### config.mk
export PLATFORM = sky130hd
export DESIGN_NAME = boot_rom_ctrl
export DESIGN_NICKNAME = d
export VERILOG_FILES = /design/src/rtl/boot_rom_pkg.sv /design/src/rtl/boot_rom_image.sv /design/src/rtl/boot_rom_ctrl.sv
export SDC_FILE = /design/constraint.sdc
export NUM_CORES = 1
export LEC_CHECK = 0
export CAP_MARGIN = 25
export CORE_MARGIN = 1.5
export CORE_UTILIZATION = 68
export DETAILED_ROUTE_END_ITERATION = 6
export DONT_BUFFER_PORTS = 1
export GPL_TIMING_DRIVEN = 0
export PLACE_DENSITY_LB_ADDON = 0.15
export REMOVE_ABC_BUFFERS = 1
export SYNTH_ARGS = -nofsm -noshare
export SYNTH_HDL_FRONTEND = slang
export SYNTH_SLANG_ARGS = --single-unit
### constraint.sdc
create_clock -name clk -period 4.5 [get_ports clk]
set_input_delay 0.9 -clock clk [delete_from_list [all_inputs] [get_ports clk]]
set_output_delay 0.9 -clock clk [all_outputs]
set_load 0.005 [all_outputs]
### src/rtl/boot_rom_pkg.sv
// Shared types and constants for the boot ROM controller: FSM states,
// opcode byte values and image indices.
package boot_rom_pkg;

  typedef enum logic [1:0] {
    ST_IDLE = 2'd0,
    ST_WAIT = 2'd1,
    ST_RESP = 2'd2
  } state_t;

  localparam logic [7:0] OP_NOP = 8'h00;
  localparam logic [7:0] OP_DEC = 8'h76;
  localparam logic [7:0] OP_JMP = 8'h80;
  localparam logic [7:0] OP_JNZ = 8'hB0;
  localparam logic [7:0] OP_OUT = 8'hD0;
  localparam logic [7:0] OP_LDI = 8'hE0;

  localparam logic [1:0] IMG_SLOW = 2'd0;
  localparam logic [1:0] IMG_FAST = 2'd1;
  localparam logic [1:0] IMG_NOP2 = 2'd2;
  localparam logic [1:0] IMG_NOP3 = 2'd3;

  // Image select width; a single image still gets a 1-bit select port.
  function automatic int sel_width(input int n);
    return (n > 1) ? $clog2(n) : 1;
  endfunction

endpackage

### src/rtl/boot_rom_image.sv
// Combinational boot image table: (image, byte index) -> program byte.
// Unlisted bytes and images 2..3 read as NOP.
module boot_rom_image
  import boot_rom_pkg::*;
(
  input  logic [1:0] img,
  input  logic [7:0] idx,
  output logic [7:0] data
);

  always_comb begin
    data = OP_NOP;
    case (img)
      IMG_SLOW: begin
        case (idx)
          8'h00: data = OP_LDI;
          8'h01: data = 8'h01;
          8'h02: data = 8'h00;
          8'h03: data = OP_OUT;
          8'h04: data = 8'h01;
          8'h05: data = OP_LDI;
          8'h06: data = 8'hFF;
          8'h07: data = 8'h00;
          8'h08: data = OP_DEC;
          8'h09: data = OP_JNZ;
          8'h0A: data = 8'h08;
          8'h0B: data = 8'h00;
          8'h0C: data = OP_LDI;
          8'h0D: data = 8'h00;
          8'h0E: data = 8'h00;
          8'h0F: data = OP_OUT;
          8'h10: data = 8'h01;
          8'h11: data = OP_LDI;
          8'h12: data = 8'hFF;
          8'h13: data = 8'h00;
          8'h14: data = OP_DEC;
          8'h15: data = OP_JNZ;
          8'h16: data = 8'h14;
          8'h17: data = 8'h00;
          8'h18: data = OP_JMP;
          8'h19: data = 8'h00;
          8'h1A: data = 8'h00;
          default: data = OP_NOP;
        endcase
      end
      IMG_FAST: begin
        case (idx)
          8'h00: data = OP_LDI;
          8'h01: data = 8'h01;
          8'h02: data = 8'h00;
          8'h03: data = OP_OUT;
          8'h04: data = 8'h01;
          8'h05: data = OP_LDI;
          8'h06: data = 8'h00;
          8'h07: data = 8'h00;
          8'h08: data = OP_OUT;
          8'h09: data = 8'h01;
          8'h0A: data = OP_JMP;
          8'h0B: data = 8'h00;
          8'h0C: data = 8'h00;
          default: data = OP_NOP;
        endcase
      end
      IMG_NOP2, IMG_NOP3: data = OP_NOP;
      default: data = OP_NOP;
    endcase
  end

endmodule

### src/rtl/boot_rom_ctrl.sv
// Boot ROM fetch controller with wait-state emulation of SPI memory timing.
// Define BOOT_ROM_CKSUM_EN to build the running checksum of delivered bytes.
//
// state   | meaning
// --------+----------------------------------------------------------
// ST_IDLE | waiting for req; addr/img_sel captured on accept
// ST_WAIT | wait-state down-counter running; req drop aborts
// ST_RESP | ready pulse, rdata holds the fetched byte
module boot_rom_ctrl
  import boot_rom_pkg::*;
#(
  parameter int ADDR_W      = 16,
  parameter int DATA_W      = 8,
  parameter int DEPTH       = 64,
  parameter int NUM_IMAGES  = 2,
  parameter int WAIT_STATES = 2
) (
  input  logic                              clk,
  input  logic                              reset,
  input  logic [sel_width(NUM_IMAGES)-1:0]  img_sel,
  input  logic                              req,
  input  logic [ADDR_W-1:0]                 addr,
  output logic                              ready,
  output logic [DATA_W-1:0]                 rdata,
  output logic                              oor,
  output logic [7:0]                        cksum
);

  localparam int IMG_W = sel_width(NUM_IMAGES);
  localparam int IDX_W = $clog2(DEPTH);

  state_t            state_q, state_d;
  logic [3:0]        cnt_q, cnt_d;
  logic              load;
  logic [ADDR_W-1:0] addr_q, src_addr;
  logic [IMG_W-1:0]  img_q, src_img;
  logic [DATA_W-1:0] rdata_q;
  logic              oor_q;
  logic              in_range;
  logic [7:0]        rom_byte;

  always_ff @(posedge clk or posedge reset) begin
    if (reset) begin
      state_q <= ST_IDLE;
      cnt_q   <= '0;
      addr_q  <= '0;
      img_q   <= '0;
      rdata_q <= '0;
      oor_q   <= 1'b0;
    end else begin
      state_q <= state_d;
      cnt_q   <= cnt_d;
      if (load) begin
        addr_q <= addr;
        img_q  <= img_sel;
      end
      if (state_d == ST_RESP) begin
        rdata_q <= in_range ? DATA_W'(rom_byte) : '0;
        if (!in_range) oor_q <= 1'b1;
      end
    end
  end

  always_comb begin
    state_d = state_q;
    cnt_d   = cnt_q;
    load    = 1'b0;
    case (state_q)
      ST_IDLE: begin
        if (req) begin
          load    = 1'b1;
          cnt_d   = 4'(WAIT_STATES);
          state_d = (WAIT_STATES == 0) ? ST_RESP : ST_WAIT;
        end
      end
      ST_WAIT: begin
        // An abort wins even on the terminal count.
        if (!req) begin
          state_d = ST_IDLE;
          cnt_d   = '0;
        end else if (cnt_q == 4'd1) begin
          state_d = ST_RESP;
          cnt_d   = '0;
        end else begin
          cnt_d = cnt_q - 4'd1;
        end
      end
      ST_RESP: state_d = ST_IDLE;
      default: state_d = ST_IDLE;
    endcase
  end

  // With zero wait states the lookup happens on the accept edge itself,
  // before the latches have captured the request.
  assign src_addr = (state_q == ST_IDLE) ? addr : addr_q;
  assign src_img  = (state_q == ST_IDLE) ? img_sel : img_q;
  assign in_range = (32'(src_addr) < 32'(DEPTH)) && (32'(src_img) < 32'(NUM_IMAGES));

  boot_rom_image u_image (
    .img  (2'(src_img)),
    .idx  (8'(src_addr[IDX_W-1:0])),
    .data (rom_byte)
  );

  assign ready = (state_q == ST_RESP);
  assign rdata = rdata_q;
  assign oor   = oor_q;

`ifdef BOOT_ROM_CKSUM_EN
  logic [7:0] cksum_q;

  always_ff @(posedge clk or posedge reset) begin
    if (reset) begin
      cksum_q <= '0;
    end else if (state_q == ST_RESP) begin
      cksum_q <= cksum_q + 8'(rdata_q);
    end
  end

  assign cksum = cksum_q;
`else
  assign cksum = 8'h00;
`endif

endmodule
==> Word-level counts from Yosys, hierarchy flattened <==
Memory sizes are Yosys's and may differ from the RTL's.
Index checks and enable logic that the tools add are counted.
{ "op_classes": {"add_sub_neg": 1, "order_cmp": 1, "eq_ne": 5, "muxes": 16, "bitwise": 1, "reduce_logical": 7} }
{ "ops": {"columns": ["cell", "count"], "rows": [
  ["two-way mux 8 bit", 3],
  ["less-than comparator 16 x 7 -> 1 bit (second input constant)", 1],
  ["two-way mux 16 bit", 1],
  ["one-hot mux 8 bit (2 select lines)", 1],
  ["two-way mux 4 bit", 3],
  ["one-hot mux 4 bit (2 select lines)", 1],
  ["two-way mux 2 bit", 3],
  ["== test 2 bit (second input constant)", 2],
  ["== test 4 x 1 -> 1 bit (second input constant)", 1],
  ["logical NOT 2 bit", 2],
  ["logical NOT 4 bit", 1],
  ["one-hot mux 2 bit (2 select lines)", 1],
  ["AND reduction 2 bit", 2],
  ["subtractor 4 x 1 -> 4 bit (second input constant)", 1],
  ["logical NOT 3 bit", 1],
  ["two-way mux 1 bit", 3],
  ["== test 2 x 1 -> 1 bit (second input constant)", 1],
  ["inequality test 2 bit (second input constant)", 1],
  ["nonzero test 2 bit", 1],
  ["NOT 1 bit", 1]
]} }
{ "totals": {"ff_bits": 32, "mem_bits_ro": 336, "output_inout_bits": 18, "n_memories": 2} }
{ "memory_table": {"columns": ["memory", "depth", "word_bits", "rd", "rd_clocked_by_memory_dff", "write_ports", "line", "source"], "rows": [
  ["(name not given)", 32, 8, 1, 0, 0, "boot_rom_image.sv:15", "case (idx)"],
  ["(name not given)", 16, 5, 1, 0, 0, "boot_rom_image.sv:47", "case (idx)"]
]} }

==> Depth between registers and ports, before layout <==
Gate-level depths: netlist (run 1).
{ "depth": {"word_depth": 6, "ltp_mapped": 10, "mapped_depth_nobuf": 8} }

==> By module <==
From an unflattened synthesis (run 1), not the netlist that was laid out.
{ "hier_totals": {"cells_unflattened": 199, "hier_area_um2": 2084.5} }
{ "modules_own_cells": {"columns": ["module", "instances", "cells_per_inst", "area_per_inst_um2"], "rows": [
  ["boot_rom_ctrl", 1, 128, 1551.5],
  ["boot_rom_image", 1, 71, 533.0]
]} }

==> Worst setup path before layout (run 1) <==
No wires, ideal clock.
{ "synth_path": {"kind": "input to register", "start": "in addr[0]", "end": "reg rdata_q[7] (netlist: rdata[7])", "arrival_ns": 2.346, "path_slack_ns": 2.026, "path_stages": 8, "n_path_buf": 1, "cell_sequence": "mux2_2 inv_1 ha_1 clkbuf_1 o32ai_1 a211oi_1 a211oi_1 o31ai_1"} }
{ "synth_via": {"elab_chain_len": 5, "word_cells_on_any_way": 8, "cone_classes": "1 x order compare; 5 x mux; 2 x memory"} }
{ "synth_rtl": {"columns": ["element", "line", "source"], "rows": [
  ["from (decl)", "boot_rom_ctrl.sv:22", "input logic [ADDR_W-1:0] addr,"],
  ["two-way mux 16 bit (*)", "boot_rom_ctrl.sv:95", "assign src_addr = (state_q == ST_IDLE) ? addr : addr_q;"],
  ["memory (32 x 8 bit) or memory (16 x 5 bit) (tied branches)", null, null],
  ["two-way mux 8 bit, on equally long branches", "boot_rom_image.sv:15, boot_rom_image.sv:47", null],
  ["one-hot mux 8 bit (2 select lines)", "boot_rom_image.sv:13", "case (img)"],
  ["two-way mux 8 bit (*)", "boot_rom_ctrl.sv:58", "rdata_q <= in_range ? DATA_W'(rom_byte) : '0;"],
  ["to (signal assigned)", "boot_rom_ctrl.sv:58", null],
  ["to (decl)", "boot_rom_ctrl.sv:37", "logic [DATA_W-1:0] rdata_q;"]
]} }
Mark *: on every way between the ends. The rest lies on a longest branch, timed or not.
A chain may end at the register's enable or synchronous reset.

==> Worst setup path after layout (run 1) <==
{ "layout_path": {"start": "reg state_q[0]", "end": "reg rdata_q[4] (netlist: rdata[4])"} }
{ "layout_via": {"elab_chain_len": 6, "word_cells_on_any_way": 19, "cone_classes": "1 x order compare; 2 x eq/ne; 10 x mux; 4 x reduce/logical; 2 x memory"} }
{ "layout_rtl": {"columns": ["element", "line", "source"], "rows": [
  ["from (decl)", "boot_rom_ctrl.sv:32", "state_t state_q, state_d;"],
  ["from (signal assigned)", "boot_rom_ctrl.sv:51", "state_q <= state_d;"],
  ["logical NOT 2 bit", "boot_rom_ctrl.sv:68, boot_rom_ctrl.sv:95, boot_rom_ctrl.sv:96", null],
  ["two-way mux 16 bit", "boot_rom_ctrl.sv:95", null],
  ["memory (32 x 8 bit), or another cell as far along", null, null],
  ["two-way mux 8 bit, on equally long branches", "boot_rom_image.sv:15, boot_rom_image.sv:47", null],
  ["one-hot mux 8 bit (2 select lines)", "boot_rom_image.sv:13", null],
  ["two-way mux 8 bit", "boot_rom_ctrl.sv:58", null]
]} }
Several ways; a longest one is shown, not always the timed one.

==> impl_metrics.env, run 1 <==
export IMPL_cts_hold_buf=0
export IMPL_die_area_um2=3470
export IMPL_dpl_instance_area_um2=2100
export IMPL_syn_avg_cell_area_um2=9.78
export IMPL_status="finished clean"
export IMPL_grt_pass1_wl_mm=7.23
export IMPL_grt_usage_pct=27.5
export IMPL_cap_violations=0
export IMPL_drc=0
export IMPL_slowest_delay_ps=540
export IMPL_ys_seq_area_share_pct=37.7
export IMPL_gp_congestion=0.913
export IMPL_io_pin_count=38
export IMPL_synth_top_flop_cell="dfrtp_1"
export IMPL_wl_per_cell_um=17.5
export IMPL_die_height_um=58.9
export IMPL_synthXorXnorAreaFrac_pct=1.24
export IMPL_cp_data_required_time_ps=4780
export IMPL_syn_area_um2=2120
export IMPL_dp_hpwl_mm=3.40
export IMPL_yosys_warnings=0
export IMPL_syn2layout_area_growth_pct=3.36
export IMPL_tightest_slew_ps=789
export IMPL_synth_compound_area_share_pct=17.4
export IMPL_dr_pass1_iters=4
export IMPL_clock_skew_ps=15.4
export IMPL_vdd_drop_max_uv=342
export IMPL_period_share_pct=64.5
export IMPL_syn_inst=217
export IMPL_final_setup_viol_count=0
export IMPL_finalHoldViolations=0
export IMPL_hold_class="reg2reg"
export IMPL_relSlewSlack_pct=47.4
export IMPL_clk_path_buf_depth=2
export IMPL_cts_tree="done"
export IMPL_cp_max_fo=19
export IMPL_p_leak_nw=0.949
export IMPL_post_drt_via_cell_ratio=6.57
export IMPL_cts_sinks=32
export IMPL_die_w_um=58.9
export IMPL_layout_drive_gt1_share_pct=9.68
export IMPL_synth_fa_ha_area_share_pct=4.12
export IMPL_muxShareOfSynthArea_pct=15.1
export IMPL_synth_simple_area_share_pct=17.0
export IMPL_path_clk_slew_ps=110
export IMPL_cts_root_buf="clkbuf_4"
export IMPL_slew_violations=0
export IMPL_synth_async_reset_ratio_pct=100
export IMPL_synth_top_family_by_area="compound AO/OA/AOI/OAI gates"
export IMPL_crit_family="simple AND/OR/NAND/NOR gates"
export IMPL_finalSetupTns_ps=0
export IMPL_routed_wl_mm=4.38
export IMPL_numCtsBuffers=5
export IMPL_cpMaxStageDelayCell="mux2i_1"
export IMPL_crit_type="reg2reg"
export IMPL_drt_first_iter_violations=112
export IMPL_start_util_pct=70.7
export IMPL_clock_latency_ps=330
export IMPL_coreArea_um2=3000
export IMPL_period_needed_ps=2900
export IMPL_synth_seq_cells=32
export IMPL_cts_setup_buffers=0
export IMPL_grt_max_degree=20
export IMPL_fmax_mhz=345
export IMPL_path_cells="nor2_4 -> mux2i_1 -> ha_1 -> nor2b_1 -> o21ai_0 -> nor4b_1 -> a221o_1"
export IMPL_diodes=0
export IMPL_synth_enable_flop_cells=0
export IMPL_rows=20
export IMPL_antenna_found_initial=0
export IMPL_grt_pass1_vias=1632
export IMPL_ant_nets=0
export IMPL_endpoint_kind="flop"
export IMPL_cp_data_arrival_time_ps=3180
export IMPL_postCtsResizedCells=0
export IMPL_critPathBufInv=0
export IMPL_power_density_nw_per_um2=607
export IMPL_overflow=0
export IMPL_htree_levels=2
export IMPL_nets=243
export IMPL_io_buffers=0
export IMPL_crit_path_start_kind="flop"
export IMPL_rsz0062_at_grt="false"
export IMPL_vias=1642
export IMPL_final_cell_area_um2=2190
export IMPL_synth_distinct_cells=54
==> state kept, by name, summed over array words and instances, names as in the netlist <==
name and count:
rdata 8, img_q 1, cnt_q 4, state_q 2
addr_q 16, oor 1
==> area by class of cell <==
cell class	instances	area (um2)
Inverter	9	33.8
Sequential cell	32	801
Clock buffer	7	65.1
Tap cell	33	41.3
Multi-Input combinational cell	167	1200
Clock inverter	1	30.0
Fill cell	220	808
Timing Repair Buffer	1	27.5
==> layout by cell type, fill, tap and decap left out, types with 3 or more instances in the layout <==
master / n
mux2i_1: 8
clkbuf_4: 5
nor3_1: 4
a211oi_1: 3
nand2_1: 18
o21ai_0: 14
inv_1: 8
nor2_1: 16
nor2b_1: 3
nor4_1: 5
o21ai_1: 5
nand2b_1: 6
nand3_1: 3
conb_1: 8
nand4_1: 4
ha_1: 7
mux2_2: 3
a21oi_1: 6
mux2_1: 17
dfrtp_1: 32
==> synth_stat cells, types with 4 or more instances <==
master | number | share of area [%]
a21oi_1 | 6 | 1.4
buf_4 | 9 | 3.2
dfrtp_1 | 32 | 38
ha_1 | 7 | 4.1
inv_1 | 8 | 1.4
mux2_1 | 17 | 9.0
mux2i_1 | 8 | 3.8
nand2_1 | 18 | 3.2
nand2b_1 | 6 | 1.8
nand4_1 | 4 | 1.2
nor2_1 | 16 | 2.8
nor3_1 | 4 | 0.94
nor4_1 | 5 | 1.5
o21ai_0 | 14 | 3.3
o21ai_1 | 5 | 1.2
==> stage by stage <==
| stage | util (%) | hold slack (ps) | power, mW | cells | worst slack [ps] |
|---|---|---|---|---|---|
| after CTS | 73.1 | 497 | 1.33 | 250 | 1630 |
| after detailed placement | 69.9 | 476 | 1.09 | 242 | 1660 |
| after global placement | 69.0 | 469 | 1.06 | 241 | 1660 |
| after floorplan | - | 459 | 0.946 | 208 | 2030 |
| after global routing | 73.1 | 519 | 1.43 | 250 | 1410 |
| final | 73.1 | 493 | 1.33 | 250 | 1600 |
==> per-layer routing <==
layer | wire length [um] | GRT usage, %
met5 | 0 | 0
met4 | 53 | 9.74
met3 | 285 | 7.47
met2 | 2230 | 44.8
met1 | 1810 | 35.3
==> kinds of logic (layout without fill, tap and decap cells) <==
group / count (synthesis) / in the layout
adders and majority gates: 7 / 7
xor gates and xnor gates: 3 / 3
DFF: 32 / 32
buffers and inverters: 25 / 18
other: 1 / 8
muxes: 29 / 29
and+or+nand+nor: 69 / 69
AOI/OAI and AO/OA: 51 / 51
==> report_power, final <==
part | internal, mW | switching, mW
clock | 0.147 | 0.0981
sequential | 0.382 | 0.0893
combinational | 0.265 | 0.350
total | 0.795 | 0.538
==> worst paths after layout <==
kind                            start         end  slack (ps)  depth (start not counted)
max                        state_q[0]    rdata[4]        1600                          7
min                        addr_q[11]  addr_q[11]         490                          1
max reg2reg                state_q[0]    rdata[4]        1600                          7
min reg2reg                addr_q[11]  addr_q[11]         490                          1
max in group asynchronous       reset       img_q        3430                          2
min in group asynchronous       reset  addr_q[10]         550                          1
Power figures use the tool's default switching activity.
==> run 2: changes to the inputs <==
--- a/config.mk
+++ b/config.mk
@@ -7,7 +7,7 @@
 export LEC_CHECK = 0
 export CAP_MARGIN = 25
 export CORE_MARGIN = 1.5
-export CORE_UTILIZATION = 68
+export CORE_UTILIZATION = 63
 export DETAILED_ROUTE_END_ITERATION = 6
 export DONT_BUFFER_PORTS = 1
 export GPL_TIMING_DRIVEN = 0
==> constraint.sdc (replaced) <==
create_clock -name clk -period 2.9 [get_ports clk]
set_input_delay 0.58 -clock clk [delete_from_list [all_inputs] [get_ports clk]]
set_output_delay 0.58 -clock clk [all_outputs]
set_load 0.005 [all_outputs]
==> impl_metrics.env, run 2 (synthesis results as in run 1) <==
export IMPL_status="finished clean"
export IMPL_finalHoldViolations=0
export IMPL_p_switching_mw=0.880
export IMPL_seq_power_share_pct=37.0
export IMPL_clk_path_buf_depth=2
export IMPL_final_cells=264
export IMPL_fmax_mhz=373
export IMPL_gp_congestion=0.884
export IMPL_switching_share_pct=44.0
export IMPL_fin_util_pct=70.4
export IMPL_nets=246
export IMPL_final_cell_mix="dfrtp_1 (32), nand2_1 (18), mux2_1 (17), nor2_1 (16), o21ai_0 (14)"
export IMPL_grt_pass1_vias=1677
export IMPL_max_flop_register="addr_q"
export IMPL_final_setup_viol_count=0
export IMPL_power_density_nw_per_um2=910
export IMPL_hold_class="in2async"
export IMPL_dp_hpwl_mm=3.37
export IMPL_start_util_pct=67.9
export IMPL_coreArea_um2=3130
export IMPL_die_height_um=61.1
export IMPL_io_pin_count=38
export IMPL_layout_drive_gt1_share_pct=11.4
export IMPL_cts_root_buf="clkbuf_4"
export IMPL_crit_type="reg2reg"
export IMPL_syn2layout_area_growth_pct=3.65
export IMPL_rsz0062_at_grt="false"
export IMPL_io_buffers=0
export IMPL_p_leak_nw=0.937
export IMPL_layout_commonest_cell="dfrtp_1"
export IMPL_ant_nets=0
export IMPL_cp_data_arrival_time_ps=2970
export IMPL_vdd_drop_max_uv=509
export IMPL_period_needed_ps=2680
export IMPL_cts_tree="done"
export IMPL_rows=20
export IMPL_htree_levels=2
export IMPL_overflow=0
export IMPL_path_clk_slew_ps=110
export IMPL_relSlewSlack_pct=46.3
export IMPL_endpoint_kind="flop"
export IMPL_wl_per_cell_um=17.0
export IMPL_combPwrFrac_pct=49.9
export IMPL_crit_path_start_kind="flop"
export IMPL_slew_violations=0
export IMPL_dr_pass1_iters=4
export IMPL_cts_sinks=32
export IMPL_tightest_slew_ps=805
export IMPL_post_drt_via_cell_ratio=6.42
export IMPL_cp_data_required_time_ps=3180
export IMPL_power_internal_mw=1.12
export IMPL_dp_cells=253
export IMPL_numCtsBuffers=5
export IMPL_diodes=0
export IMPL_finalSetupTns_ps=0
export IMPL_grt_usage_pct=27.5
export IMPL_cts_hold_buf=0
export IMPL_clock_skew_ps=10.6
export IMPL_grt_pass1_wl_mm=7.47
export IMPL_clock_latency_ps=350
export IMPL_drt_first_iter_violations=139
export IMPL_grt_max_degree=20
export IMPL_period_share_pct=92.4
export IMPL_vias=1694
export IMPL_power_frac_clock_pct=13.1
export IMPL_final_cell_area_um2=2200
export IMPL_cp_max_fo=11
export IMPL_dpl_instance_area_um2=2110
export IMPL_drc=0
export IMPL_die_area_um2=3730
export IMPL_ff2ff_path_depth=8
export IMPL_antenna_found_initial=0
export IMPL_routed_wl_mm=4.49
export IMPL_die_w_um=61.1
export IMPL_cap_violations=0
export IMPL_largest_reg_flops=16
==> run 2: changes by cell type in the layout (fill, tap and decap cells not counted) <==
| cell | change |
|---|---|
| buf_4 | +3 |
| bufinv_16 | -1 |
| clkbuf_8 | -2 |
| clkinv_4 | +1 |
| clkinvlp_4 | +2 |
| mux2i_1 | -1 |
| mux2i_2 | +1 |
==> run 2: power groups by stage <==
| stage | Combinational [mW] | Clock (mW) | Sequential [mW] |
|---|---|---|---|
| 2_1_floorplan | 0.767 | 0 | 0.701 |
| 3_3_place_gp | 0.895 | 0 | 0.726 |
| 3_5_place_dp | 0.950 | 0 | 0.744 |
| 4_1_cts | 0.953 | 0.271 | 0.734 |
| 5_1_grt | 1.09 | 0.295 | 0.760 |
| 6_report | 0.999 | 0.263 | 0.741 |
==> run 2: stage by stage <==
stage          power, mW  setup WS, ps  hold WS, ps
3_5_place_dp        1.69          60.1          479
3_3_place_gp        1.62           114          468
5_1_grt             2.15          18.3          214
2_1_floorplan       1.47           433          459
6_report            2.00           219          201
4_1_cts             1.96          27.4          204
==> run 2: path summary, 6_finish.rpt <==
kind | slack (ps) | to | start
hold reg to reg | 500 | addr_q[10] | addr_q[10]
setup / recovery | 220 | rdata[4] | state_q[0]
min in group clk | 350 | addr_q[2] | addr[2]
max in group asynchronous | 2190 | oor | reset
setup reg to reg | 220 | rdata[4] | state_q[0]
hold / removal | 200 | state_q[0] | reset
==> run 2: cell type report <==
class / count / area [um2]
clock inverter: 3 / 23.8
clock buffer: 5 / 37.5
multi-input combinational: 167 / 1200
sequential: 32 / 801
inverter: 9 / 33.8
fill: 228 / 927
tap: 44 / 55.1
timing repair buffer: 4 / 50.0
==> run 2: what timing repair did <==
item,CTS,global route
setup buffers,0,3
gates resized for setup,0,1
setup endpoints to repair,0,5
==> run 2: worst max-delay path: stages, from the launching register on <==
cell	delay, ps
dfrtp_1	540
nor2_4	280
mux2_2	430
inv_1	150
ha_1	280
nor2b_1	270
o21ai_0	160
nor4b_1	350
a221o_1	150
==> run 2: metal layers <==
layer / vias to the layer above / part of all wire, % / global-route usage (%)
li1: 780 / - / -
met1: 824 / 40 / 33.2
met2: 78 / 50 / 45.6
met3: 12 / 7.0 / 7.77
met4: 0 / 2.0 / 12.4
met5: - / 0 / 0
